`config.mk`:
```
export PLATFORM = sky130hd
export DESIGN_NAME = ex_div_unit
export DESIGN_NICKNAME = d
export VERILOG_FILES = /design/src/rtl/ex_div_unit_pkg.sv /design/src/rtl/ex_div_unit_div_step.sv /design/src/rtl/ex_div_unit.sv
export SDC_FILE = /design/constraint.sdc
export NUM_CORES = 1
export LEC_CHECK = 0
export ABC_CLOCK_PERIOD_IN_PS = 11100
export CORE_UTILIZATION = 35
export CTS_CLUSTER_DIAMETER = 150
export DETAILED_ROUTE_END_ITERATION = 7
export PLACE_DENSITY = 0.57
export SYNTH_ARGS = -nofsm -noshare
export SYNTH_HDL_FRONTEND = slang
export SYNTH_HIERARCHICAL = 1
export SYNTH_SLANG_ARGS = --single-unit
```
`constraint.sdc`:
```
create_clock -name clk -period 11.1 [get_ports clk]
set_input_delay 2.775 -clock clk [delete_from_list [all_inputs] [get_ports clk]]
set_output_delay 2.775 -clock clk [all_outputs]
set_load 0.005 [all_outputs]
```
`src/rtl/ex_div_unit_pkg.sv`:
```
// Shared definitions for the EX-stage RV32M divider: op encodings, FSM states, width default.
package ex_div_unit_pkg;

  localparam int XLEN_DEFAULT = 32;

  // funct3[1:0] of the M-extension divide group
  localparam logic [1:0] DIV_OP  = 2'b00;
  localparam logic [1:0] DIVU_OP = 2'b01;
  localparam logic [1:0] REM_OP  = 2'b10;
  localparam logic [1:0] REMU_OP = 2'b11;

  typedef enum logic [1:0] {
    IDLE = 2'b00,
    CALC = 2'b01,
    FIX  = 2'b10,
    DONE = 2'b11
  } div_state_e;

endpackage

```
`src/rtl/ex_div_unit_div_step.sv`:
```
// One radix-2 restoring iteration: shift {rem,quo} left and trial-subtract the divisor.
module div_step #(
  parameter int XLEN = 32
) (
  input  logic [XLEN-1:0] rem,
  input  logic [XLEN-1:0] quo,
  input  logic [XLEN-1:0] divisor,
  output logic [XLEN-1:0] rem_next,
  output logic [XLEN-1:0] quo_next
);

  logic [XLEN:0] shifted;
  logic [XLEN:0] diff;

  // rem < divisor on entry, so a non-negative difference always fits in XLEN bits
  always_comb begin
    shifted = {rem, quo[XLEN-1]};
    diff    = shifted - {1'b0, divisor};
    if (!diff[XLEN]) begin
      rem_next = diff[XLEN-1:0];
      quo_next = {quo[XLEN-2:0], 1'b1};
    end else begin
      rem_next = shifted[XLEN-1:0];
      quo_next = {quo[XLEN-2:0], 1'b0};
    end
  end

endmodule

```
`src/rtl/ex_div_unit.sv`:
```
// Iterative RV32M divider (DIV/DIVU/REM/REMU), one quotient bit per cycle.
module ex_div_unit
  import ex_div_unit_pkg::*;
#(
  parameter int XLEN = XLEN_DEFAULT
) (
  input  logic            clk,
  input  logic            reset,
  input  logic            start,
  input  logic [1:0]      op,
  input  logic [XLEN-1:0] dividend,
  input  logic [XLEN-1:0] divisor,
  input  logic            kill,
  output logic            busy,
  output logic            done,
  output logic [XLEN-1:0] result
);

  localparam int CW = $clog2(XLEN);
  localparam logic [XLEN-1:0] MIN_NEG = {1'b1, {(XLEN-1){1'b0}}};

  div_state_e state, state_next;

  logic [CW-1:0]   cnt;
  logic [XLEN-1:0] rem_q, quo_q, dsr_q, result_q;
  logic            q_neg, r_neg, op_rem;

  logic            signed_op, a_neg, b_neg;
  logic [XLEN-1:0] a_abs, b_abs;
  logic            div_zero, overflow, special, accept;
  logic [XLEN-1:0] special_res;
  logic [XLEN-1:0] rem_step, quo_step;
  logic [XLEN-1:0] quo_fix, rem_fix;

  // Handshake: start is taken on a rising edge only in IDLE or DONE and only without kill;
  // busy stays high through CALC and FIX (operands/start ignored meanwhile); done is a
  // one-cycle pulse during which result is valid, and result then holds until the next accept.
  assign signed_op = ~op[0];
  assign a_neg     = signed_op & dividend[XLEN-1];
  assign b_neg     = signed_op & divisor[XLEN-1];
  assign a_abs     = a_neg ? -dividend : dividend;
  assign b_abs     = b_neg ? -divisor : divisor;
  assign div_zero  = (divisor == '0);
  assign overflow  = signed_op && (dividend == MIN_NEG) && (divisor == '1);
  assign special   = div_zero || overflow;
  assign accept    = start && !kill && (state == IDLE || state == DONE);

  always_comb begin
    special_res = '0;
    if (div_zero) special_res = op[1] ? dividend : '1;
    else          special_res = op[1] ? '0 : dividend;
  end

  div_step #(.XLEN(XLEN)) u_step (
    .rem      (rem_q),
    .quo      (quo_q),
    .divisor  (dsr_q),
    .rem_next (rem_step),
    .quo_next (quo_step)
  );

  assign quo_fix = q_neg ? -quo_q : quo_q;
  assign rem_fix = r_neg ? -rem_q : rem_q;

  always_comb begin
    state_next = state;
    if (kill) begin
      state_next = IDLE;
    end else begin
      case (state)
        IDLE, DONE: begin
          if (start) state_next = special ? DONE : CALC;
          else       state_next = IDLE;
        end
        CALC:    if (cnt == '0) state_next = FIX;
        FIX:     state_next = DONE;
        default: state_next = IDLE;
      endcase
    end
  end

  always_ff @(posedge clk or posedge reset) begin
    if (reset) state <= IDLE;
    else       state <= state_next;
  end

  always_ff @(posedge clk or posedge reset) begin
    if (reset) begin
      cnt      <= '0;
      rem_q    <= '0;
      quo_q    <= '0;
      dsr_q    <= '0;
      q_neg    <= 1'b0;
      r_neg    <= 1'b0;
      op_rem   <= 1'b0;
      result_q <= '0;
    end else if (accept) begin
      if (special) begin
        result_q <= special_res;
      end else begin
        rem_q  <= '0;
        quo_q  <= a_abs;
        dsr_q  <= b_abs;
        q_neg  <= a_neg ^ b_neg;
        r_neg  <= a_neg;
        op_rem <= op[1];
        cnt    <= CW'(XLEN - 1);
      end
    end else if (!kill && state == CALC) begin
      rem_q <= rem_step;
      quo_q <= quo_step;
      cnt   <= cnt - 1'b1;
    end else if (!kill && state == FIX) begin
      result_q <= op_rem ? rem_fix : quo_fix;
    end
  end

  assign busy   = (state == CALC) || (state == FIX);
  assign done   = (state == DONE);
  assign result = result_q;

endmodule

```
==> run metrics <==
status=completed; root buffer cell=clkbuf_16; share of total power in the clock network=20.8%; sort of element at the start of the critical path=primary input; part of the Yosys area used for sequential elements=29.3%; die outline area=34400 um2; maximum fanout encountered on the critical timing path=20; Req. time, crit path=between 10000 and 15000 ps; setup bufs post-CTS=0; HPWL reported at the end of detailed placement=between 20000 and 30000 um; Combinational Power Share=49.3%; count of flip-flops with a built-in enable after synthesis=0; RSZ-0062 raised after global routing=false; startpoint of the worst-slack reg-to-reg timing path=quo_q[31]$_DFFE_PP0P_; via count of the first global-routing pass=10100; share of total power consumed by net switching=about 43%; final wirelength=about 35000 um; mean cell area of the mapped netlist=8.16 um2; final design area excluding fillers=13500 um2; placer's final routability congestion estimate=0.865; wire length of the first global-routing pass=55500 um; number of warnings reported in the yosys synthesis log=6; first-pass detailed-route iteration total=7; y dimension of the die=between 150 and 200 um; maximum number of pins on one net before global-route repair=108; Syn Std Cell Area=11800 um2; Detail Route Antenna Nets=0; FF-to-FF path depth=15; Power Internal=1710 uW; H-tree levels=4; Chip Width=185 um; Worst Hold Slack=481 ps; GRT Resource Usage Total=20.8%; FF-to-FF End=rem_q[21]$_DFFE_PP0P_; antenna violations before repair=0; slew of the pin with the lowest slew margin=1290 ps; DRC violation count after routing=0; average via count per standard cell=~5.5; number of diodes=0; pins over their slew limit=0; Synth Flop Type=dfrtp_1; final hold violation count=0; starting density of the core=between 30 and 40%; number of nets produced by synthesis=1557; maximum number of buffers from clock root to sink=2; clk slew on worst S/H paths=60 ps; clock tree from TritonCTS=done; quantity of gates resized following cts=0; share of flip-flops with an asynchronous set or reset=100%; sw power=1290 uW; WL/cell=18.1 um; number of cells traversed by the worst hold path=2; number of DRC violations after detailed-routing iteration 0=773; total of flip-flops plus latches after synthesis=138; Worst Setup End Kind=register; CP Launch Point=divisor[2]; Final TNS setup=0 ps; cell leakage power=0.00558 uW; I/O Pins=about 100; setup skew after layout=17.4 ps; R2R setup slack=7010 ps; detailed-route via count=approximately 11000; CP arrival=6590 ps; clock tree sinks=~140; Worst IR Drop VDD=around 0.12 mV; share of final-layout standard cells stronger than drive strength 1=under 10%; core area=about 33000 um2; register share of total power=~30%; number of hold buffers added after CTS=0; min cycle time layout=between 6000 and 7000 ps; port bufs=103; Worst-Skew Late Latency=430 ps; TritonCTS buffer count=17; count of mapped cells out of synthesis=1444; synth unique cells=89; max-capacitance violation count=0; overflow left after global routing=0; cell area power density=223 nW/um2; number of failing setup endpoints in the final timing report=0; net total in the final layout=approximately 1600; # rows=66; crit path to=result[9]$_DFFE_PP0P_; share of the clock period used by the worst path=56.6%; timing-limited maximum frequency=159 MHz; DP Area=12800 um2; Area Overhead vs Synth=14.2%; type of the worst setup path=primary input to register; worst max-slew margin expressed relative to the limit=between 10% and 20%; classification of the worst-slack hold path=register to register
[cells in the final DEF (no fill, tap or decap), types with 12 or more instances in the layout]
master,instances
mux2i_1,15
xnor2_1,79
ha_1,42
mux2_4,19
nand2b_1,12
nand2_1,203
nand3_1,27
clkbuf_16,17
nor2_1,68
o211ai_1,29
clkdlybuf4s50_1,103
a21oi_1,90
o41ai_1,14
dfrtp_1,138
inv_1,56
a21o_1,19
mux2_2,25
or3_1,12
or4_1,14
o21ai_0,193
nor3_1,26
o31ai_1,29
xor2_1,64
nand4_1,25
nor4_1,21
[per-layer routing]
| layer | track usage (%) | vias up | share of wire [%] |
|---|---|---|---|
| met3 | 2.84 | 47 | 4.3 |
| met4 | 6.78 | 0 | 2.2 |
| met2 | 33.4 | 252 | 47 |
| li1 | - | 5185 | - |
| met1 | 28.5 | 5054 | 47 |
| met5 | 0 | - | 0 |
[worst min-delay path by stage]
stage                                from                     to  slack (ps)
floorplan           dsr_q[10]$_DFFE_PP0P_  dsr_q[10]$_DFFE_PP0P_         450
finish              dsr_q[20]$_DFFE_PP0P_  dsr_q[20]$_DFFE_PP0P_         480
global placement    dsr_q[24]$_DFFE_PP0P_  dsr_q[24]$_DFFE_PP0P_         470
detailed placement  dsr_q[13]$_DFFE_PP0P_  dsr_q[13]$_DFFE_PP0P_         470
global route        dsr_q[13]$_DFFE_PP0P_  dsr_q[13]$_DFFE_PP0P_         510
CTS                 dsr_q[13]$_DFFE_PP0P_  dsr_q[13]$_DFFE_PP0P_         490
[final cells by class]
class,instances,area (um2)
well taps,442,553
multi-input cells,1140,7470
inverters,58,230
clock inverters,15,213
clock buffers,17,425
flip-flops and latches,138,3450
fillers,3438,19400
repair buffers,114,1110
[power by group through the flow]
| stage | Clock (uW) | Sequential (uW) | Combinational, uW |
|---|---|---|---|
| after global routing | 658 | 929 | 1650 |
| after detailed placement | 0 | 905 | 1470 |
| final | 626 | 896 | 1480 |
| after CTS | 638 | 897 | 1480 |
| after floorplan | 0 | 811 | 1170 |
| after global placement | 0 | 904 | 1450 |
[flip-flops by register name, summed over array words and instances (netlist names), 2 cells and up]
name	count
result	32
quo_q	32
state	2
rem_q	32
dsr_q	32
cnt	5
[synth_stat cells (all sizes together), types with 3 or more instances]
| master | number | area [um2] |
|---|---|---|
| clkbuf | 44 | 181 |
| xnor2 | 79 | 692 |
| nor3b | 6 | 45.0 |
| buf | 62 | 449 |
| mux2 | 44 | 567 |
| mux2i | 16 | 173 |
| nand2 | 204 | 768 |
| o211ai | 29 | 218 |
| nor2 | 73 | 282 |
| and2 | 6 | 41.3 |
| nor3 | 26 | 130 |
| a21o | 20 | 151 |
| inv | 58 | 225 |
| o21a | 8 | 60.1 |
| nand3b | 4 | 30.0 |
| o21bai | 3 | 22.5 |
| nand2b | 12 | 75.1 |
| or4 | 19 | 161 |
| a31oi | 10 | 62.6 |
| nor2b | 4 | 25.0 |
| or3 | 13 | 82.6 |
| nand4 | 26 | 169 |
| ha | 42 | 526 |
| dfrtp | 138 | 3450 |
| o41ai | 19 | 215 |
| o21ai | 193 | 966 |
| nand3 | 27 | 135 |
| xor2 | 64 | 561 |
| o31ai | 29 | 218 |
| nor4 | 23 | 156 |
| nor4b | 3 | 41.3 |
| and3 | 7 | 50.1 |
| o2111ai | 5 | 50.0 |
| a21oi | 93 | 484 |
| a211oi | 5 | 42.5 |
| or2 | 4 | 27.5 |
[worst max-delay path, stage by stage]
cell and delay (ps):
clkdlybuf4s50_1 530, or3_1 470, nor3_1 610, nand4_2 400, nand2_1 180, a31oi_1 50, buf_4 220, nor2_2 910
mux2_2 420
[cells by family after synthesis]
kind of cell,count (synthesis),share of synthesized area (%)
and+or+nand+nor,463,19.3
DFF,138,29.3
xor gates and xnor gates,143,10.6
adders and majority gates,43,4.63
muxes,60,6.28
buffers and inverters,166,7.44
AOI/OAI and AO/OA,431,22.4
[metrics by stage]
stage / util, % / cells / worst slack [ps] / power (uW)
after global routing: 41.0 / 1924 / 4690 / 3240
after CTS: 41.0 / 1924 / 4880 / 3020
after floorplan: - / 1444 / 4630 / 1980
final: 41.0 / 1924 / 4820 / 3000
after global placement: 39.0 / 1892 / 4450 / 2360
after detailed placement: 39.0 / 1892 / 4460 / 2380
(Power assumes the default switching activity.)
